`src/rtl/fft_bitrev_reorder.sv`:
```
// Ping-pong reorder buffer: takes one FFT frame in bit-reversed bin order and
// replays it in natural bin order behind a valid/ready output register.
module fft_bitrev_reorder #(
    parameter int DATA_WIDTH = 16,
    parameter int N_POINTS   = 16,
    localparam int AW        = $clog2(N_POINTS)
) (
    input  logic                  clk,
    input  logic                  rst,
    input  logic                  in_val,
    input  logic [DATA_WIDTH-1:0] in_re,
    input  logic [DATA_WIDTH-1:0] in_im,
    input  logic                  out_rdy,
    output logic                  out_val,
    output logic [DATA_WIDTH-1:0] out_re,
    output logic [DATA_WIDTH-1:0] out_im,
    output logic [AW-1:0]         out_idx,
    output logic                  out_sop,
    output logic                  out_eop,
    output logic                  ovf
);

    localparam logic [AW-1:0] LAST = AW'(N_POINTS - 1);

    logic [DATA_WIDTH-1:0] mem_re [2*N_POINTS];
    logic [DATA_WIDTH-1:0] mem_im [2*N_POINTS];

    logic [AW-1:0] wr_cnt;
    logic [AW-1:0] rd_cnt;
    logic          wr_bank;
    logic          rd_bank;
    logic [1:0]    bank_full;
    logic [1:0]    bank_full_nxt;

    logic wr_fire;
    logic wr_last;
    logic rd_adv;
    logic rd_fire;
    logic rd_last;

    function automatic logic [AW-1:0] bitrev(input logic [AW-1:0] a);
        logic [AW-1:0] r;
        for (int i = 0; i < AW; i++) begin
            r[i] = a[AW-1-i];
        end
        return r;
    endfunction

    // Output handshake: a beat transfers on a clock edge where out_val and
    // out_rdy are both 1; while out_val=1 and out_rdy=0 every out_* is frozen.
    assign wr_fire = in_val && !bank_full[wr_bank];
    assign wr_last = (wr_cnt == LAST);
    assign rd_adv  = !out_val || out_rdy;
    assign rd_fire = rd_adv && bank_full[rd_bank];
    assign rd_last = (rd_cnt == LAST);

    assign out_sop = out_val && (out_idx == '0);
    assign out_eop = out_val && (out_idx == LAST);

    // Writer needs an empty bank and the reader a full one, so a set and a
    // clear in the same cycle always target different bits.
    always_comb begin
        bank_full_nxt = bank_full;
        if (wr_fire && wr_last) begin
            bank_full_nxt[wr_bank] = 1'b1;
        end
        if (rd_fire && rd_last) begin
            bank_full_nxt[rd_bank] = 1'b0;
        end
    end

    always_ff @(posedge clk) begin
        if (wr_fire) begin
            mem_re[{wr_bank, bitrev(wr_cnt)}] <= in_re;
            mem_im[{wr_bank, bitrev(wr_cnt)}] <= in_im;
        end
    end

    always_ff @(posedge clk or negedge rst) begin
        if (!rst) begin
            wr_cnt    <= '0;
            wr_bank   <= 1'b0;
            bank_full <= 2'b00;
            ovf       <= 1'b0;
        end else begin
            bank_full <= bank_full_nxt;
            if (in_val && bank_full[wr_bank]) begin
                ovf <= 1'b1;
            end
            if (wr_fire) begin
                if (wr_last) begin
                    wr_cnt  <= '0;
                    wr_bank <= ~wr_bank;
                end else begin
                    wr_cnt <= wr_cnt + 1'b1;
                end
            end
        end
    end

    always_ff @(posedge clk or negedge rst) begin
        if (!rst) begin
            rd_cnt  <= '0;
            rd_bank <= 1'b0;
            out_val <= 1'b0;
            out_re  <= '0;
            out_im  <= '0;
            out_idx <= '0;
        end else if (rd_adv) begin
            if (rd_fire) begin
                out_val <= 1'b1;
                out_re  <= mem_re[{rd_bank, rd_cnt}];
                out_im  <= mem_im[{rd_bank, rd_cnt}];
                out_idx <= rd_cnt;
                if (rd_last) begin
                    rd_cnt  <= '0;
                    rd_bank <= ~rd_bank;
                end else begin
                    rd_cnt <= rd_cnt + 1'b1;
                end
            end else begin
                out_val <= 1'b0;
            end
        end
    end

endmodule

```
`config.mk`:
```
export PLATFORM = sky130hd
export DESIGN_NAME = fft_bitrev_reorder
export DESIGN_NICKNAME = d
export VERILOG_FILES = /design/src/rtl/fft_bitrev_reorder.sv
export SDC_FILE = /design/constraint.sdc
export NUM_CORES = 1
export LEC_CHECK = 0
export ABC_AREA = 1
export CELL_PAD_IN_SITES_DETAIL_PLACEMENT = 0
export CELL_PAD_IN_SITES_GLOBAL_PLACEMENT = 1
export CORE_ASPECT_RATIO = 0.7
export CORE_UTILIZATION = 45
export DETAILED_ROUTE_END_ITERATION = 8
export PLACE_DENSITY = 0.8
export SLEW_MARGIN = 0
export SYNTH_ARGS = -nofsm -noshare
export SYNTH_HDL_FRONTEND = slang
export SYNTH_SLANG_ARGS = --single-unit
```
`constraint.sdc`:
```
create_clock -name clk -period 4 [get_ports clk]
set_input_delay 0.4 -clock clk [delete_from_list [all_inputs] [get_ports clk]]
set_output_delay 0.4 -clock clk [all_outputs]
set_load 0.02 [all_outputs]
```
==> results of run 1 <==
layout by cell type (no fill, tap or decap), types with 20 or more instances in the layout:
cell type and n:
clkdlybuf4s50_1 69, edfxtp_1 1024, nor2_1 140, clkbuf_16 102
buf_4 83, nand3_1 713, nand2_1 1463, buf_12 30
nor2_4 33, or2_0 20, dfrtp_1 46, inv_1 237
sequential cells by signal (all words and copies together), names as in the netlist:
register	count
bank_full	2
wr_bank	1
rd_cnt	4
wr_cnt	4
out_idx	4
mem_im	512
mem_re	512
ovf	1
out_re	16
out_val	1
out_im	16
rd_bank	1
worst reg2reg max path, delay by kind of cell, from the launching register on:
kind	cells	cell delay, ns
flops	1	0.49
simple gates	4	1.60
buf+inv	1	0.36
compound gates	1	0.29
synthesized netlist by cell type:
library cell,n
a21oi_1,2
a22oi_1,2
buf_1,17
buf_2,130
buf_4,34
buf_6,12
clkbuf_1,25
clkbuf_2,3
clkinv_1,2
dfrtp_1,50
edfxtp_1,1024
ha_1,2
inv_1,240
inv_4,2
nand2_1,1465
nand3_1,713
nand4_1,3
nor2_1,172
nor2_2,1
nor4_1,1
o21ai_0,6
o21bai_1,2
o22ai_1,1
or2_0,20
or2_1,3
or2_2,9
xor2_1,5
stage by stage:
step / utilization (%) / hold WS (ns)
CTS: 52.1 / 0.265
finish: 52.1 / 0.310
global placement: 48.5 / 0.468
detailed placement: 48.5 / 0.472
floorplan: - / 0.104
global route: 52.1 / 0.306
cells by family (layout without fill, tap and decap cells):
family,after synthesis,in the layout,share of synthesized area (%)
and+or+nand+nor,2387,2387,22.5
AOI/OAI and AO/OA,13,13,0.173
buffers and inverters,465,617,4.83
adders and majority gates,2,2,0.0566
xor gates and xnor gates,5,5,0.0990
DFF,1074,1074,72.4
how the worst min path moves through the flow:
stage	startpoint	to	slack, ns	cells past startpoint
after global placement	out_im[12]	out_im[12]	0.47	2
final	in_im[6]	mem_im[31][6]	0.31	1
after CTS	in_im[6]	mem_im[15][6]	0.27	1
after global routing	in_im[6]	mem_im[31][6]	0.31	1
after floorplan	rst	bank_full[0]	0.10	0
after detailed placement	out_im[12]	out_im[12]	0.47	2
routing by layer:
layer / vias to the layer above / track usage, % / share of wire, %
met5: - / 0 / 0.052
met4: 8 / 5.78 / 2.0
met3: 171 / 6.97 / 12
met2: 1471 / 34.2 / 42
met1: 13879 / 37.6 / 44
li1: 13433 / - / -
power groups by stage:
stage | clock network (mW) | registers (mW) | logic (mW)
after global placement | 0 | 13.5 | 12.1
after global routing | 10.5 | 13.3 | 13.6
after floorplan | 0 | 13.5 | 7.72
after detailed placement | 0 | 13.5 | 12.2
final | 10.0 | 13.3 | 12.4
after CTS | 10.1 | 13.3 | 12.3
area by class of cell:
class / instances / area [sq um] / area share, %
flip-flops and latches: 1074 / 32000 / 63.6
multi-input cells: 2407 / 10300 / 20.6
clock buffers: 128 / 2720 / 5.41
repair buffers: 189 / 1950 / 3.88
well taps: 1309 / 1640 / 3.25
inverters: 244 / 942 / 1.87
clock inverters: 56 / 713 / 1.42
==> run summary, run 1 <==
initial DRC count: 3679
crit end category: register
Final ANT Viol Nets: 0
Non-Filler Instances: 5407
pwr dens: 709 nW/um^2
yosys warns: 0
Clock Latency Late Sink: 0.70 ns
CP Max Fanout: 16
CP Cell Sequence: o21ai_0 > nand2_1 > nor2_1 > nand3_1 > nor2_4 > buf_4
Yosys cell types: 27
Comb power frac: 34.8%
placeable core area: 96600 sq um
starting density of the core: 45.8%
final-report hold violation count: 0
Pint: 22.0 mW
placed insts: 5222
area leader, netlist: edfxtp_1
outcome: complete, no violations
syn_nets: 3984
setup TNS: 0 ns
type of the most critical hold path: in2reg
Final GP Congestion: 0.829
Setup WS pre-CTS: 0.887 ns
reg2reg path depth: 6
Setup CP Type: reg2reg
first-pass GRT wire length: 179000 microns
Avg Inst Size Synth: 11.2 sq um
crit path capture: mem_im[1][13]
# diodes: 0
unrepaired setup endpoints after global routing: no
Area Overhead vs Synth: 13.8%
synthesized area: 44200 sq um
Clock power frac: 28.0%
fin crit share: 76.5%
row count: 95
reg-to-reg endpoint: mem_im[1][13]
post-CTS setup buffers: 0
clk_skew: 0.0338 ns
WL per Instance: 22.4 microns
#FFs+latches synth: 1074
gr usage total: 24.5%
Critical Path AT: 3.45 ns
share of layout cells above drive strength 1: 7.86%
part of the power in registers: 37.2%
LEAKAGE: 19.3 nW
Num CTS Buffers: 100
post-layout minimum cycle time: 3.06 ns
HPWL after detailed placement: 68000 microns
Reg clk slew, reported paths: 0.07 ns
gr ovfl total: 0
max-slew violations: 0
Final Net Count: 4054
htree depth: 3
CP startpoint kind: register
Critical Path RT: 4.39 ns
final setup vio count: 0
crit path from: wr_bank
Crit path largest cell delay: 0.58 ns
CP max stage cell: nor2_4
Max clock buf depth: 3
chip height: 264 microns
share of the synthesized area in the top cell type: 69.5%
CTS tree: done
worst r2r src: wr_bank
largest net degree at the start of global routing: 149
Cells after Synth: 3946
Fill cells: 8249
CP Depth: 6
cts hold-fix bufs: 1
I/O pins: 76
final wirelength: 121000 microns
die area: 99600 sq um
via count: 29.0k
VDD IR max: 0.000706 V
I/O Buffers: 75
Tot Pwr: 35.7 mW
die span in x: 377 microns
initial antenna violation count: 7
Placed Area: 46900 sq um
vias in the first global route: 27.0k
Slew HR: 19.8%
vias per cell: 5.36
Psw: 13.7 mW
post-route cell area: 50300 sq um
crit path buf inv count: 1
worst-margin pin slew: 1.20 ns
Clock Sinks: 1074
post-CTS resize count: 0
max frequency: 0.327 GHz
Max-Cap Viols: 0
Post-route DRC: 0
synth top area cells: edfxtp_1 (70%), nand2_1 (12%), nand3_1 (8.1%)
Clk Tree Root Cell: clkbuf_16
R2R setup slack: 0.94 ns
Seq/Total Area, Yosys: 72.4%
setup ws final: 0.940 ns
TritonRoute pass-1 iters: 6
Worst path top cell family by delay: simple AND/OR/NAND/NOR gates
Net Sw Frac: 38.3%
Note: power is estimated with default switching activity, not from simulation.
==> run 2, diff against run 1 <==
==> constraint.sdc (replaced) <==
create_clock -name clk -period 3.2 [get_ports clk]
set_input_delay 0.32 -clock clk [delete_from_list [all_inputs] [get_ports clk]]
set_output_delay 0.32 -clock clk [all_outputs]
set_load 0.02 [all_outputs]
==> run 2 against run 1 <==
  * Flip-flop and latch count unchanged
  * Worst hold slack lost 0.099 ns
  * Sequential share of layout area barely moved
  * Count of clock-buffer cells in the layout grew 2
  * Wire length is 2.5% lower
  * Sequential power is 25% higher
  * Core utilization about the same
  * Via count is 0.35% lower
  * Final cell count grew 0.76%
  * Critical path depth rose by 3
  * Non-clock buffer count increased by 39
  * Critical endpoint is now out_im[0]
  * Largest power group unchanged
==> run summary, run 2 (synthesis gave the netlist of run 1 again) <==
worst r2r src: rd_cnt[1] (was wr_bank)
WL per Instance: 21.6 microns (was 22.4 microns)
initial antenna violation count: 5 (was 7)
first-pass GRT wire length: 176000 microns (was 179000 microns)
post-CTS resize count: 0 (unchanged)
Clock Sinks: 1074 (unchanged)
Clk Tree Root Cell: clkbuf_16 (unchanged)
Worst path top cell family by delay: simple AND/OR/NAND/NOR gates (unchanged)
final core utilization: 52.1% (about the same)
most frequent cells in the layout: nand2_1 (1463), edfxtp_1 (1024), nand3_1 (713) (unchanged)
post-CTS setup buffers: 0 (unchanged)
Slew HR: 24.5% (was 19.8%)
gr ovfl total: 0 (unchanged)
setup TNS: 0 ns (unchanged)
max frequency: 0.373 GHz (was 0.327 GHz)
vias in the first global route: 26.8k (was 27.0k)
die span in x: 377 microns (unchanged)
Clock power frac: 26.1% (was 28.0%)
unrepaired setup endpoints after global routing: no (unchanged)
type of the most critical hold path: in2reg (unchanged)
Final GP Congestion: 0.838 (was 0.829)
via count: 28.9k (was 29.0k)
outcome: complete, no violations (unchanged)
part of the power in registers: 37.7% (was 37.2%)
cts hold-fix bufs: 1 (unchanged)
fin crit share: 83.7% (was 76.5%)
CP Cell Sequence: inv_8 > buf_4 > nand3_1 > nand3_1 > nand3_1 > nand2_1 > nand2_1 > nand2_1 > nand2_1 (was o21ai_0 > nand2_1 > nor2_1 > nand3_1 > nor2_4 > buf_4)
worst-margin pin slew: 1.13 ns (was 1.20 ns)
crit path from: rd_cnt[1] (was wr_bank)
CP Max Fanout: 47 (was 16)
Max clock buf depth: 3 (unchanged)
CP most frequent cell: nand2_1
Pint: 26.9 mW (was 22.0 mW)
Net Sw Frac: 38.8% (was 38.3%)
final setup vio count: 0 (unchanged)
crit end category: register (unchanged)
vias per cell: 5.30 (was 5.36)
Comb power frac: 36.2% (was 34.8%)
CP startpoint kind: register (unchanged)
crit path capture: out_im[0] (was mem_im[1][13])
Clock Latency Late Sink: 0.71 ns (was 0.70 ns)
chip height: 264 microns (unchanged)
final wirelength: 118000 microns (was 121000 microns)
row count: 95 (unchanged)
Final ANT Viol Nets: 0 (unchanged)
crit path buf inv count: 2 (was 1)
htree depth: 3 (unchanged)
Post-route DRC: 0 (unchanged)
Multi-input gate area: 10300 sq um (unchanged)
Psw: 17.1 mW (was 13.7 mW)
Area Overhead vs Synth: 13.8% (about the same)
placeable core area: 96600 sq um (unchanged)
Tot Pwr: 43.9 mW (was 35.7 mW)
LEAKAGE: 19.4 nW (was 19.3 nW)
I/O pins: 76 (unchanged)
CTS tree: done (unchanged)
Critical Path AT: 3.26 ns (was 3.45 ns)
Max-Cap Viols: 0 (unchanged)
HPWL after detailed placement: 71600 microns (was 68000 microns)
reg2reg path depth: 9 (was 6)
TritonRoute pass-1 iters: 6 (unchanged)
max-slew violations: 0 (unchanged)
reg-to-reg endpoint: out_im[0] (was mem_im[1][13])
Fill cells: 8379 (was 8249)
starting density of the core: 45.8% (unchanged)
VDD IR max: 0.000659 V (was 0.000706 V)
share of layout cells above drive strength 1: 8.75% (was 7.86%)
biggest regs: mem_im: 512 flops, mem_re: 512 flops (unchanged)
pwr dens: 873 nW/um^2 (was 709 nW/um^2)
R2R setup slack: 0.52 ns (was 0.94 ns)
post-layout minimum cycle time: 2.68 ns (was 3.06 ns)
Setup CP Type: reg2reg (unchanged)
initial DRC count: 3530 (was 3679)
CP max stage cell: dfrtp_4 (was nor2_4)
# diodes: 0 (unchanged)
Critical Path RT: 3.78 ns (was 4.39 ns)
storage element area: 32000 sq um (unchanged)
Final Net Count: 4094 (was 4054)
gr usage total: 23.9% (was 24.5%)
Num CTS Buffers: 101 (was 100)
HP Start: in_re[10] (was in_im[6])
Crit path largest cell delay: 0.62 ns (was 0.58 ns)
Reg clk slew, reported paths: 0.06 ns (was 0.07 ns)
I/O Buffers: 75 (unchanged)
CP Depth: 9 (was 6)
die area: 99600 sq um (unchanged)
largest net degree at the start of global routing: 109 (was 149)
most common cell after layout, fill and taps aside: nand2_1 (unchanged)
final-report hold violation count: 0 (unchanged)
clk_skew: 0.0243 ns (was 0.0338 ns)
[run 2: changes by cell type in the layout (fill, tap and decap cells not counted), moves of 3 or more]
cell / previous run / this run
buf_4: 83 / 118
bufinv_16: 14 / 2
clkinv_2: 17 / 27
buf_2: 6 / 12
clkdlybuf4s50_1: 69 / 63
buf_12: 30 / 34
clkinv_1: 17 / 21
clkbuf_1: 19 / 22
[run 2: how the worst min path moves through the flow]
stage | endpoint | slack [ns] | cells past startpoint
2_1_floorplan | bank_full[0] | 0.02 | 0
3_3_place_gp | out_re[3] | 0.41 | 1
3_5_place_dp | out_re[3] | 0.42 | 1
4_1_cts | mem_re[2][9] | 0.20 | 1
5_1_grt | mem_re[2][10] | 0.23 | 1
6_report | mem_re[2][10] | 0.21 | 1
[run 2: power groups by stage]
stage | sequential, mW | clock, mW | combinational, mW
2_1_floorplan | 16.9 | 0 | 9.64
3_3_place_gp | 16.9 | 0 | 15.7
3_5_place_dp | 16.9 | 0 | 15.8
4_1_cts | 16.6 | 11.6 | 15.8
5_1_grt | 16.6 | 12.1 | 17.5
6_report | 16.6 | 11.5 | 15.9
[run 2: metal layers]
layer | vias up | routed length [microns] | track usage [%]
li1 | 13522 | - | -
met1 | 13997 | 54900 | 37.5
met2 | 1210 | 50500 | 34.2
met3 | 133 | 10500 | 4.58
met4 | 0 | 2010 | 5.17
met5 | - | 0 | 0
[run 2: area by class of cell]
cell class / count / share of cell area (%)
Tap cell: 1309 / 3.26
Clock inverter: 56 / 0.771
Multi-Input combinational cell: 2407 / 20.6
Timing Repair Buffer: 228 / 4.51
Clock buffer: 130 / 5.40
Inverter: 244 / 1.87
Sequential cell: 1074 / 63.6
[run 2: through the flow]
step / hold slack, ns / setup slack (ns) / instance area [sq um] / cells
final: 0.211 / 0.521 / 50300 / 5448
after global routing: 0.230 / 0.349 / 50300 / 5448
after CTS: 0.198 / 0.596 / 50300 / 5448
after detailed placement: 0.416 / 0.473 / 47200 / 5261
after global placement: 0.409 / 0.508 / 47200 / 5261
after floorplan: 0.0244 / 0.220 / 44200 / 3946
